==> src/rtl/vc_locking_rr_arb.sv <==
// Round-robin arbiter over val/rdy channels that locks the grant for a whole
// multi-beat packet; priority rotates past the winner only when the last beat transfers.
module vc_locking_rr_arb #(
    parameter int unsigned          NUM_REQS           = 4,
    parameter int unsigned          MSG_NBITS          = 32,
    parameter logic [NUM_REQS-1:0]  RESET_PRIORITY_VAL = NUM_REQS'(1),
    localparam int unsigned         SRC_NBITS          = (NUM_REQS > 1) ? $clog2(NUM_REQS) : 1
) (
    input  logic                          clk,
    input  logic                          reset,
    input  logic [NUM_REQS-1:0]           in_val,
    output logic [NUM_REQS-1:0]           in_rdy,
    input  logic [NUM_REQS*MSG_NBITS-1:0] in_msg,
    input  logic [NUM_REQS-1:0]           in_last,
    output logic                          out_val,
    input  logic                          out_rdy,
    output logic [MSG_NBITS-1:0]          out_msg,
    output logic                          out_last,
    output logic [SRC_NBITS-1:0]          out_src,
    output logic                          locked
);

    typedef enum logic [0:0] {StIdle, StLocked} state_e;

    state_e                state_q, state_d;
    logic [NUM_REQS-1:0]   lock_id_q, lock_id_d;
    logic [NUM_REQS-1:0]   prio_q, prio_d;
    logic [NUM_REQS-1:0]   arb_grant, grant;
    logic [2*NUM_REQS-1:0] req_dbl, arb_dbl;
    logic                  xfer;

    function automatic logic [NUM_REQS-1:0] rotl1(input logic [NUM_REQS-1:0] v);
        return {v[NUM_REQS-2:0], v[NUM_REQS-1]};
    endfunction

    // Doubled request vector: the borrow chain of the subtraction finds the first
    // requester at or above the priority bit, wrapping through the upper copy.
    always_comb begin
        req_dbl   = {in_val, in_val};
        arb_dbl   = req_dbl & ~(req_dbl - {{NUM_REQS{1'b0}}, prio_q});
        arb_grant = arb_dbl[NUM_REQS-1:0] | arb_dbl[2*NUM_REQS-1:NUM_REQS];
    end

    always_comb begin
        locked   = (state_q == StLocked);
        grant    = locked ? lock_id_q : arb_grant;
        out_val  = locked ? |(in_val & lock_id_q) : |in_val;
        in_rdy   = grant & {NUM_REQS{out_rdy}};
        out_msg  = '0;
        out_last = 1'b0;
        out_src  = '0;
        for (int i = 0; i < NUM_REQS; i++) begin
            out_msg  = out_msg | (in_msg[i*MSG_NBITS +: MSG_NBITS] & {MSG_NBITS{grant[i]}});
            out_last = out_last | (in_last[i] & grant[i]);
            if (grant[i]) out_src = out_src | SRC_NBITS'(i);
        end
    end

    always_comb begin
        xfer      = out_val & out_rdy;
        state_d   = state_q;
        lock_id_d = lock_id_q;
        prio_d    = prio_q;
        unique case (state_q)
            StIdle: begin
                if (xfer) begin
                    if (out_last) begin
                        prio_d = rotl1(arb_grant);
                    end else begin
                        state_d   = StLocked;
                        lock_id_d = arb_grant;
                    end
                end
            end
            StLocked: begin
                if (xfer && out_last) begin
                    state_d = StIdle;
                    prio_d  = rotl1(lock_id_q);
                end
            end
            default: state_d = StIdle;
        endcase
    end

    always_ff @(posedge clk or posedge reset) begin
        if (reset) begin
            state_q   <= StIdle;
            lock_id_q <= '0;
            prio_q    <= RESET_PRIORITY_VAL;
        end else begin
            state_q   <= state_d;
            lock_id_q <= lock_id_d;
            prio_q    <= prio_d;
        end
    end

    assert property (@(posedge clk) disable iff (reset) $onehot(prio_q));
    assert property (@(posedge clk) disable iff (reset) locked |-> $onehot(lock_id_q));
    assert property (@(posedge clk) disable iff (reset) $onehot0(in_rdy));
    // A stalled beat of the locked requester must be presented unchanged.
    assert property (@(posedge clk) disable iff (reset)
        (locked && out_val && !out_rdy) |=> ($stable(out_msg) && $stable(out_last)));

endmodule
==> config.mk <==
export PLATFORM = sky130hd
export DESIGN_NAME = vc_locking_rr_arb
export DESIGN_NICKNAME = d
export VERILOG_FILES = /design/src/rtl/vc_locking_rr_arb.sv
export SDC_FILE = /design/constraint.sdc
export NUM_CORES = 1
export LEC_CHECK = 0
export CAP_MARGIN = 20
export CORE_MARGIN = 8
export CORE_UTILIZATION = 30
export CTS_BUF_LIST = sky130_fd_sc_hd__clkbuf_2
export CTS_CLUSTER_SIZE = 12
export DETAILED_ROUTE_END_ITERATION = 7
export GPL_TIMING_DRIVEN = 1
export PLACE_DENSITY = 0.9
export SLEW_MARGIN = 20
export SYNTH_ARGS = -nofsm -noshare
export SYNTH_HDL_FRONTEND = slang
export SYNTH_SLANG_ARGS = --single-unit
==> constraint.sdc <==
create_clock -name clk -period 4.35 [get_ports clk]
set_input_delay 0.87 -clock clk [delete_from_list [all_inputs] [get_ports clk]]
set_output_delay 0.87 -clock clk [all_outputs]
set_load 0.005 [all_outputs]
## Yosys cells after proc, flatten, opt, wreduce, memory -nomap -nowiden

Index checks and enable logic that the tools add are counted.

| storage, ports and cells | value |
|---|---|
| input port bits | 139 |
| bits in read-only memories | 0 |
| latch bits | 0 |
| memories kept | 0 |
| bits in writable memories | 0 |
| register bits after elaboration | 9 |

| operators by class | value |
|---|---|
| shift operators | 0 |
| reduce and logical (&&, ||, !) cells | 5 |
| multiply operators | 0 |
| bitwise logic cells | 22 |
| order comparisons | 0 |
| $add $sub $neg | 1 |
| equality and inequality tests | 3 |
| div/mod/pow operators | 0 |
| muxes and demuxes | 13 |

Operator list:

| kind | number |
|---|---|
| bitwise AND 32 bit | 4 |
| OR 32 bit | 3 |
| two-way mux 4 bit | 4 |
| bitwise AND 4 bit | 2 |
| bitwise AND 8 bit | 1 |
| NOT 8 bit | 1 |
| case mux 4 bit (2 select lines) | 1 |
| OR reduction 4 bit | 2 |
| subtractor 8 x 4 -> 8 bit | 1 |
| AND reduction 3 bit | 2 |
| bitwise AND 1 bit | 5 |
| two-way mux 1 bit | 5 |
| two-way mux 2 bit | 2 |
| inequality test 2 bit, second input constant | 2 |
| OR 4 bit | 1 |
| OR 1 bit | 3 |
| inequality test 2 x 1 -> 1 bit, second input constant | 1 |
| NOT 1 bit | 2 |
| case mux 1 bit (2 select lines) | 1 |
| logical AND 1 bit | 1 |

## Logic depth before layout (Yosys ltp)

Gate-level depths: netlist of run 1.

| depth | value |
|---|---|
| word-level depth | 12 |
| depth in mapped cells | 10 |
| gate-level depth less buffers | 8 |

## Worst setup path before layout of run 1

No wires, ideal clock.

| path | value |
|---|---|
| path type | input to output |
| start point | input in_val[0] |
| end point | output out_msg[10] |
| arrival | 2.691 ns |
| required time | 3.480 ns |
| stages | 9 |
| setup slack | 0.789 ns |
| path buffers | 2 |
| cells stage by stage | buf_4 > nor2b_2 > fa_1 > nand2b_1 > a21oi_1 > o21ai_2 > clkbuf_1 > a222oi_1 > nand2_1 |

| between the ends | value |
|---|---|
| word-level cells in the longest chain between the ends | 9 |
| elaborated cells on any way between the ends | 12 |
| those cells by class | add/sub: 1; mux: 1; bitwise: 10 |

Ends and longest elaborated chain:

| what | RTL line | RTL |
|---|---|---|
| from (decl) | 11 | `input logic [NUM_REQS-1:0] in_val,` |
| subtractor 8 x 4 -> 8 bit | 40 | `arb_dbl = req_dbl & ~(req_dbl - {{NUM_REQS{1'b0}}, prio_q});` |
| NOT 8 bit | 40 |  |
| bitwise AND 8 bit * | 40 |  |
| OR 4 bit * | 41 | `arb_grant = arb_dbl[NUM_REQS-1:0] \| arb_dbl[2*NUM_REQS-1:NUM_REQS];` |
| two-way mux 4 bit * | 46 | `grant = locked ? lock_id_q : arb_grant;` |
| bitwise AND 32 bit | 53 | `out_msg = out_msg \| (in_msg[i*MSG_NBITS +: MSG_NBITS] & {MSG_NBITS{grant[i]}});` |
| OR 32 bit (2 in series) | 53 |  |
| OR 32 bit * | 53 |  |
| to (decl) | 17 | `output logic [MSG_NBITS-1:0] out_msg,` |

Every way passes the cells marked *; elsewhere a longest branch is shown, timed or not.

## Worst setup path after layout of run 1

| path | value |
|---|---|
| start point | input in_val[1] |
| end point | output out_last |

| between the ends | value |
|---|---|
| word-level cells in the longest chain between the ends | 9 |
| elaborated cells on any way between the ends | 12 |
| those cells by class | add/sub: 1; mux: 1; bitwise: 10 |

Ends and longest elaborated chain:

| what | RTL line | RTL |
|---|---|---|
| subtractor 8 x 4 -> 8 bit | 40 |  |
| NOT 8 bit | 40 |  |
| bitwise AND 8 bit * | 40 |  |
| OR 4 bit * | 41 |  |
| two-way mux 4 bit * | 46 |  |
| bitwise AND 1 bit | 54 | `out_last = out_last \| (in_last[i] & grant[i]);` |
| OR 1 bit (2 in series) | 54 |  |
| OR 1 bit * | 54 |  |
| to (decl) | 18 | `output logic out_last,` |

Marks and branches as above.

==> results of run 1 <==
worst max-delay path by stage:
stage,slack [ns],end,cells past startpoint,startpoint
6_report,0.09,out_last,12,in_val[1]
4_1_cts,0.002,out_msg[8],11,in_val[1]
3_5_place_dp,-0.21,out_msg[0],11,in_val[1]
3_3_place_gp,-0.12,out_msg[24],11,in_val[1]
2_1_floorplan,0.79,out_msg[10],9,in_val[0]
5_1_grt,0.01,out_last,12,in_val[1]
metal layers:
metal  global-route usage (%)  wire length [um]
met5                        0                 0
met4                    6.886               214
met3                    6.994               850
met2                    43.06              5006
met1                    25.08              3554
kinds of logic after synthesis:
family / Yosys count / share of synthesized area (%)
compound gates: 55 / 33.87
simple gates: 99 / 29.92
fa+ha+maj: 4 / 3.866
buf+inv: 26 / 7.311
mux: 10 / 8.655
flops: 9 / 15.21
xor+xnor: 2 / 1.177
what timing repair did:
item	in CTS	in global routing
resized for setup	24	13
buffers inserted	1	6
hold buffers	0	0
setup endpoints to repair	34	15
pin swaps	6	11
cloned	0	1
report_power, final:
part,switching (W),total (W),internal [W]
logic,0.000949,0.00211,0.00116
registers,0.0000488,0.000175,0.000126
clock network,0.0000309,0.0000553,0.0000244
area by class of cell:
class                      instances  area, um^2  area share (%)
clock buffer                       4       20.02          0.5517
sequential                         9       226.5           6.241
tap                               67       83.83           2.310
multi-input combinational        170        1190           32.79
inverter                          10       37.54           1.034
timing repair buffer             207        2071           57.07
cell usage in the layout (no fill, tap or decap), types with 2 or more instances in the layout:
cell,Yosys,final
inv_1,10,10
nor2b_1,4,3
dlymetal6s2s_1,0,11
buf_12,0,4
nor3_1,2,2
and2_1,6,5
clkbuf_2,0,4
a222oi_1,32,32
buf_4,1,23
o21a_1,3,3
dfrtp_1,8,8
or2_2,2,2
xor2_1,2,2
mux2_4,5,5
ha_1,3,3
nor2_1,6,6
a21oi_1,4,3
clkdlybuf4s50_1,0,147
dlygate4sd2_1,0,21
nand2_1,71,71
mux2i_1,2,2
nand2b_1,2,2
o21ai_0,7,7
mux2_2,2,2
per-stage QoR:
stage          power, W  area (um^2)
2_1_floorplan  0.001112         1489
3_3_place_gp   0.002241         3505
3_5_place_dp   0.002283         3505
4_1_cts        0.002248         3515
5_1_grt        0.002506         3628
6_report       0.002337         3628
worst max-delay path, stage by stage:
cell	delay, ns
clkdlybuf4s50_1	0.48
inv_1	0.07
fa_2	0.40
nand2b_1	0.16
a21oi_2	0.16
buf_4	0.14
o21ai_2	0.08
buf_12	0.18
a2bb2oi_4	0.20
and2_4	0.17
inv_1	0.03
clkdlybuf4s50_1	0.43
cells in the mapped netlist (all sizes together) (2+ instances only):
| master | n | share of area, % |
|---|---|---|
| nor2 | 6 | 1.5 |
| a22oi | 2 | 1.9 |
| o21ai | 8 | 2.9 |
| ha | 3 | 2.5 |
| buf | 8 | 2.8 |
| nor3 | 2 | 0.67 |
| or2 | 2 | 0.84 |
| nand2 | 71 | 18 |
| clkbuf | 8 | 2.0 |
| o21a | 3 | 1.5 |
| inv | 10 | 2.5 |
| xor2 | 2 | 1.2 |
| a21oi | 4 | 1.3 |
| mux2i | 2 | 1.3 |
| nor2b | 5 | 2.3 |
| mux2 | 8 | 7.3 |
| and2 | 6 | 2.5 |
| nand3 | 2 | 1.0 |
| dfrtp | 8 | 13 |
| a222oi | 32 | 22 |
| nand2b | 2 | 0.84 |
==> reports/metrics.cfg, run 1 <==
[sta]
worst_slew_pin_slew_ns = 0.4491
clock_skew_ns = 0.005544
finalSetupTns_ns = 0
timing.hold.ws_ns = 0.5155
rsz0062_at_grt = no
finalSetupViolCount = 0
finalCritPeriodShare_pct = 98.04
max_freq_mhz = 234.5
slew_headroom_pct = 70.06
finalCriticalPeriod_ns = 4.265
post-route-worst-setup-slack_ns = 0.08517
slew_viol_final = 0
hold_viol = 0

[cts]
clockBufferDepth = 2
cts-root-buf = clkbuf_2
cts_tree = done
clock_latency_ns = 0.25
htreeDepth = 1
cts_sinks = 9
cts.reportedPaths.clkPinSlew_ns = 0.10
cts_buffers = 3

[routing]
drc = 0
wirelength_mm = 9.627
dr.pass1.iters = 7
vias_per_cell = 5.304
routedWlPerCell_um = 20.61
drt_iter0_markers = 247
num_vias = 2477
ant_nets = 0

[yosys]
ys.flop_type = dfrtp_1
netlist_area_um2 = 1489
syn_area_per_cell_um2 = 7.263
ys_ff_latch = 9
synthCells = 205
synth_edf_count = 0
ys_types = 40
yosys_warnings = 0
async_reset_ff_share_pct = 100.0
ys_seq_area_share_pct = 15.21
synth_fp_nets = 348

[floorplanning]
fp.dieW_um = 86.45
ioPinCount = 180
row_count = 25
die_height_um = 86.45
die-area_um2 = 7474
coreArea_um2 = 4755
start_util_pct = 31.32

[power]
power_density_nw_per_um2 = 644.0
peakVddDrop_uv = 357.5
power.leakage_nw = 1.658

[min_path]
min_to = lock_id_q[0]
min-delay-start = lock_id_q[0]
hold_class = reg -> reg
hold_depth = 1

[layout]
finalNetCount = 544
fin_cells = 467
area_growth_pct = 143.7
final_util_pct = 76.32
drive_gt1_share_pct = 13.75
num_antenna_cells = 0
num-fill-cells = 355

[setup_path]
cp.arrival_ns = 3.39
start_kind = primary input
path_max_fanout = 28
r2r-start = prio_q[0]
r2r_slack_ns = 1.71
cp.required_ns = 3.48
r2r_end = lock_id_q[1]
crit_type = in -> out
worstRegToRegCells = 9
crit_path_end_kind = primary output

[global_routing]
gr-total-overflow = 0
antenna_found_initial = 0
grt_max_degree = 29
grt_usage_pct = 23.47
grt_pass1_wl_mm = 13.78
grt_pass1_vias = 2584

[placed_design]
place_ws_ns = -0.2107
place.port_buffers = 179
hpwl_mm = 7.929
gp_congestion = 0.8648
dp.cells = 455

[job]
drv_cap = 0

[run_status]
status = complete, no violations

Power figures use the tool's default switching activity.
==> run 2: changes to the inputs <==
--- a/config.mk
+++ b/config.mk
@@ -12,7 +12,7 @@
 export CTS_CLUSTER_SIZE = 12
 export DETAILED_ROUTE_END_ITERATION = 7
 export GPL_TIMING_DRIVEN = 1
-export PLACE_DENSITY = 0.9
+export PLACE_DENSITY = 0.95
 export SLEW_MARGIN = 20
 export SYNTH_ARGS = -nofsm -noshare
 export SYNTH_HDL_FRONTEND = slang
==> reports/metrics.cfg, run 2 (synthesis gave the netlist of run 1 again) <==
[cts]
cts_buffers = 3  ; unchanged
clock_latency_ns = 0.25  ; about the same
cts_sinks = 9  ; unchanged
clockBufferDepth = 2  ; unchanged
cts_hold_buf = 0  ; unchanged
cts_tree = done
htreeDepth = 1  ; unchanged
cts.reportedPaths.clkPinSlew_ns = 0.09  ; about the same
cts-root-buf = clkbuf_2

[setup_path]
r2r-start = prio_q[0]
crit_type = in -> out
cp_num_cells = 11  ; -1
r2r_end = prio_q[2]
path_max_fanout = 27  ; -3.6%
worst_path_most_repeated_cell = clkdlybuf4s50_1
r2r_slack_ns = 1.65  ; -0.06 ns
slowest_delay_ns = 0.49  ; about the same
cp-endpoint = out_msg[3]
cp.required_ns = 3.48  ; about the same
crit_chain = clkdlybuf4s50_1 -> buf_4 -> ha_1 -> a21oi_1 -> o21a_1 -> mux2_4 -> nor2b_4 -> buf_12 -> a222oi_1 -> nand2_1 -> clkdlybuf4s50_1
path_delay_family = buffers and inverters
cp_num_buf_inv = 4  ; -2
start_kind = primary input
crit_start = in_val[1]
worstRegToRegCells = 11  ; +2
cp.arrival_ns = 3.38  ; about the same
crit_slowest_cell = clkdlybuf4s50_1
crit_path_end_kind = primary output

[layout]
final_area_um2 = 3626  ; about the same
num-fill-cells = 326  ; -8.2%
final_cell_mix = clkdlybuf4s50_1, nand2_1, a222oi_1
final_util_pct = 76.26  ; about the same
finalNetCount = 535  ; -1.7%
area_growth_pct = 143.5  ; about the same
multi_input_area_um2 = 1205  ; +1.3%
drive_gt1_share_pct = 12.28  ; -1.5 points
final_common_cell = clkdlybuf4s50_1
seqCellArea_um2 = 226.5  ; unchanged
num_antenna_cells = 0  ; unchanged

[floorplanning]
ioPinCount = 180  ; unchanged
start_util_pct = 31.32  ; unchanged
fp.dieW_um = 86.45  ; unchanged
die-area_um2 = 7474  ; unchanged
die_height_um = 86.45  ; unchanged
row_count = 25  ; unchanged
coreArea_um2 = 4755  ; unchanged

[global_routing]
grt_usage_pct = 23.46  ; about the same
gr-total-overflow = 0  ; unchanged
grt_pass1_vias = 2641  ; +2.2%
antenna_found_initial = 0  ; unchanged
grt_pass1_wl_mm = 13.97  ; +1.4%
grt_max_degree = 28  ; -3.4%

[sta]
finalSetupViolCount = 0  ; unchanged
max_freq_mhz = 235.5  ; +0.43%
timing.hold.ws_ns = 0.5188  ; +0.003318 ns
worst_slew_pin_slew_ns = 0.4512  ; +0.002129 ns
finalCritPeriodShare_pct = 97.62  ; -0.42 points
finalCriticalPeriod_ns = 4.247  ; -0.01814 ns
slew_viol_final = 0  ; unchanged
slew_headroom_pct = 69.92  ; -0.14 points
clock_skew_ns = 0.003281  ; -0.002262 ns
hold_viol = 0  ; unchanged

[run_status]
status = complete, but fails checks
failed_checks = design-rule violations

[placed_design]
place_area_um2 = 3482  ; -0.64%
hpwl_mm = 7.910  ; -0.24%
gp_congestion = 0.8885  ; +2.7%
place.port_buffers = 179  ; unchanged

[routing]
ant_nets = 0  ; unchanged
drc = 11  ; +11
vias_per_cell = 5.408  ; +2.0%
dr.pass1.iters = 8  ; +1
drt_iter0_markers = 212  ; -14%
routedWlPerCell_um = 20.59  ; -0.13%
num_vias = 2477  ; unchanged
wirelength_mm = 9.429  ; -2.1%

[power]
peakVddDrop_uv = 426.4  ; +19%
power.leakage_nw = 1.733  ; +4.5%
power_density_nw_per_um2 = 629.7  ; -2.2%

[job]
drv_cap = 0  ; unchanged

[min_path]
hold_class = reg -> reg

run 2: repair_timing:
item                                    4_1_cts  5_1_grt
endpoints found under the setup margin       33       33
setup buffers                                 0        2
gates cloned                                  0        0
pin swaps                                     4       23
endpoints found under the hold margin         0        0
resized for setup                             5       35
run 2: cell type report:
| cell class | count | area share [%] |
|---|---|---|
| timing repair buffer | 198 | 56.63 |
| clock buffer | 4 | 0.5521 |
| sequential | 9 | 6.246 |
| tap | 67 | 2.312 |
| inverter | 10 | 1.035 |
| multi-input combinational | 170 | 33.23 |
run 2: worst min path at each step:
stage	from	to	slack (ns)	cells after the start
2_1_floorplan	lock_id_q[0]	lock_id_q[0]	0.46	1
3_3_place_gp	lock_id_q[0]	lock_id_q[0]	0.48	1
3_5_place_dp	lock_id_q[0]	lock_id_q[0]	0.49	1
4_1_cts	lock_id_q[0]	lock_id_q[0]	0.51	1
5_1_grt	lock_id_q[0]	lock_id_q[0]	0.53	1
6_report	lock_id_q[0]	lock_id_q[0]	0.52	1
run 2: worst register-to-register path, delay by kind of cell, from the launching register on:
family / cells / cell delay (ns)
AO/OA/AOI/OAI: 4 / 0.60
adder cells (fa/ha/maj): 1 / 0.26
multiplexers: 1 / 0.30
AND/OR/NAND/NOR: 2 / 0.36
buffers and inverters: 3 / 0.47
flip-flops: 1 / 0.60
run 2: where the power goes:
part	internal (W)	switching, W
clock network	0.0000244	0.0000297
logic	0.00115	0.000902
registers	0.000126	0.0000525
run 2: routing by layer:
layer / global-route usage, % / up-vias / share of wire, %
met5: 0 / - / 0
met4: 7.825 / 0 / 2.6
met3: 7.467 / 21 / 9.0
met2: 42.64 / 149 / 52
met1: 24.77 / 1165 / 36
li1: - / 1142 / -
run 2: per-stage QoR:
stage          worst slack (ns)  TNS (ns)  total power, W  instances
2_1_floorplan            0.7895         0        0.001112        205
3_3_place_gp            0.01077         0        0.002207        452
3_5_place_dp           -0.07288   -0.7361        0.002248        452
4_1_cts                0.006078         0        0.002287        456
5_1_grt                -0.02955  -0.04492        0.002469        458
6_report                 0.1033         0        0.002283        458
==> run 3: changes to the inputs <==
--- a/config.mk
+++ b/config.mk
@@ -7,13 +7,12 @@
 export LEC_CHECK = 0
 export CAP_MARGIN = 20
 export CORE_MARGIN = 8
-export CORE_UTILIZATION = 30
+export CORE_UTILIZATION = 25
 export CTS_BUF_LIST = sky130_fd_sc_hd__clkbuf_2
 export CTS_CLUSTER_SIZE = 12
 export DETAILED_ROUTE_END_ITERATION = 7
 export GPL_TIMING_DRIVEN = 1
-export PLACE_DENSITY = 0.95
-export SLEW_MARGIN = 20
+export PLACE_DENSITY = 0.9
 export SYNTH_ARGS = -nofsm -noshare
 export SYNTH_HDL_FRONTEND = slang
 export SYNTH_SLANG_ARGS = --single-unit
==> constraint.sdc (replaced) <==
create_clock -name clk -period 3.8 [get_ports clk]
set_input_delay 0.76 -clock clk [delete_from_list [all_inputs] [get_ports clk]]
set_output_delay 0.76 -clock clk [all_outputs]
set_load 0.005 [all_outputs]
==> reports/metrics.cfg, run 3 (synthesis gave the netlist of run 1 again) <==
[floorplanning]
row_count = 28  ; +12%
die-area_um2 = 8682  ; +16%
ioPinCount = 180  ; unchanged
coreArea_um2 = 5851  ; +23%
start_util_pct = 25.45  ; -5.9 points
fp.dieW_um = 93.18  ; +7.8%
die_height_um = 93.18  ; +7.8%

[layout]
num-fill-cells = 457  ; +40%
num_antenna_cells = 0  ; unchanged
seqCellArea_um2 = 226.5  ; unchanged
drive_gt1_share_pct = 20.43  ; +8.2 points
multi_input_area_um2 = 1241  ; +3.0%
final_cell_mix = clkdlybuf4s50_1, nand2_1, a222oi_1, buf_4, dlygate4sd2_1
area_growth_pct = 163.6
final_common_cell = clkdlybuf4s50_1
final_util_pct = 67.09  ; -9.2 points
finalNetCount = 565  ; +5.6%
fin_cells = 496  ; +8.3%

[routing]
drt_iter0_markers = 217  ; +2.4%
vias_per_cell = 5.127  ; -5.2%
routedWlPerCell_um = 19.46  ; -5.5%
dr.pass1.iters = 7  ; -1
drc = 0  ; -11
wirelength_mm = 9.654  ; +2.4%
ant_nets = 0  ; unchanged
num_vias = 2543  ; +2.7%

[sta]
finalSetupViolCount = 0  ; unchanged
finalSetupTns_ns = 0  ; unchanged
clock_skew_ns = 0.003826  ; +0.0005445 ns
slew_viol_final = 0  ; unchanged
finalCriticalPeriod_ns = 3.731
hold_viol = 0  ; unchanged
max_freq_mhz = 268.0
worst_slew_pin_slew_ns = 0.4691  ; +0.01789 ns
finalCritPeriodShare_pct = 98.18
timing.hold.ws_ns = 0.5191  ; +0.0002570 ns
slew_headroom_pct = 68.72  ; -1.2 points

[setup_path]
cp.required_ns = 3.04  ; -0.44 ns
start_kind = primary input
worst_path_most_repeated_cell = buf_4
slowest_delay_ns = 0.50  ; about the same
crit_chain = dlygate4sd2_1 -> ha_2 -> nor2_1 -> a21oi_4 -> buf_4 -> o21ai_4 -> buf_6 -> buf_4 -> and2_1 -> clkdlybuf4s50_1
crit_path_end_kind = primary output
cp_num_cells = 10  ; -1
path_max_fanout = 7  ; -74%
crit_slowest_cell = clkdlybuf4s50_1
path_delay_family = buffers and inverters
cp_num_buf_inv = 5  ; +1
crit_type = in -> out
worstRegToRegCells = 11  ; unchanged
cp.arrival_ns = 2.97  ; -0.41 ns

[cts]
cts.reportedPaths.clkPinSlew_ns = 0.09  ; about the same
cts_buffers = 3  ; unchanged
clockBufferDepth = 2  ; unchanged
cts_hold_buf = 0  ; unchanged
cts_sinks = 9  ; unchanged
htreeDepth = 1  ; unchanged
cts_tree = done
clock_latency_ns = 0.26  ; about the same
cts-root-buf = clkbuf_2

[global_routing]
grt_pass1_vias = 2870  ; +8.7%
antenna_found_initial = 0  ; unchanged
grt_pass1_wl_mm = 14.66  ; +4.9%
grt_max_degree = 21  ; -25%
gr-total-overflow = 0  ; unchanged
grt_usage_pct = 21.24  ; -2.2 points

[power]
power_density_nw_per_um2 = 809.5  ; +29%
peakVddDrop_uv = 419.0  ; -1.7%
power.leakage_nw = 1.737  ; +0.23%
total_power_w = 0.003177  ; +39%

[placed_design]
place.port_buffers = 179  ; unchanged
hpwl_mm = 7.143  ; -9.7%
dp.cells = 465  ; +2.9%
gp_congestion = 0.8940  ; +0.62%

[min_path]
hold_depth = 1  ; unchanged
hold_class = reg -> reg

[run_status]
status = complete, no violations

[job]
drv_cap = 0  ; unchanged

## run 3: worst paths after layout
check	start	end	slack, ns
max in group asynchronous	reset	prio_q[0]	2.72
min in group asynchronous	reset	lock_id_q[1]	0.76
hold / removal	lock_id_q[0]	lock_id_q[0]	0.52
setup reg to reg	prio_q[0]	prio_q[3]	1.08
setup / recovery	in_val[3]	in_rdy[2]	0.07
hold reg to reg	lock_id_q[0]	lock_id_q[0]	0.52
## run 3: cell type report
| type | instances | share of cell area [%] |
|---|---|---|
| multi-input cells | 170 | 31.62 |
| inverters | 10 | 0.9563 |
| well taps | 75 | 2.391 |
| clock buffers | 4 | 0.5100 |
| repair buffers | 228 | 58.75 |
| flip-flops and latches | 9 | 5.770 |
## run 3: worst register-to-register path: stages, from the launching register on
cell and delay, ns:
dfstp_2 0.58, nor2b_2 0.23, fa_2 0.25, nand2b_4 0.14, a21oi_4 0.05, buf_4 0.15, o21ai_4 0.28, buf_16 0.17
a2bb2oi_4 0.07, buf_4 0.15, a21bo_4 0.24, mux2_4 0.30
## run 3: repair_timing
item,in CTS,in global routing
gates cloned,5,0
setup buffers,22,0
pin swaps,25,13
gates resized for setup,65,11
endpoints found under the setup margin,39,29
## run 3: power by group
part / switching (W) / leakage, nW / internal (W) / total [W]
clock network: 0.0000355 / 0.0166 / 0.0000279 / 0.0000634
logic: 0.00121 / 1.61 / 0.00170 / 0.00291
registers: 0.0000561 / 0.111 / 0.000144 / 0.000201
total: 0.00130 / 1.74 / 0.00188 / 0.00318
## run 3: through the flow
step,instance area [um^2],worst slack (ns)
6_report,3925,0.06898
3_5_place_dp,3517,-0.4382
5_1_grt,3925,-0.01894
3_3_place_gp,3517,-0.4116
4_1_cts,3925,0.008559
2_1_floorplan,1489,0.4595
## run 3: routing by layer
layer | wire length (um) | up-vias | track usage, %
li1 | - | 1209 | -
met1 | 3570 | 1160 | 22.51
met2 | 4836 | 153 | 37.87
met3 | 939 | 21 | 7.292
met4 | 308 | 0 | 8.054
met5 | 0 | - | 0
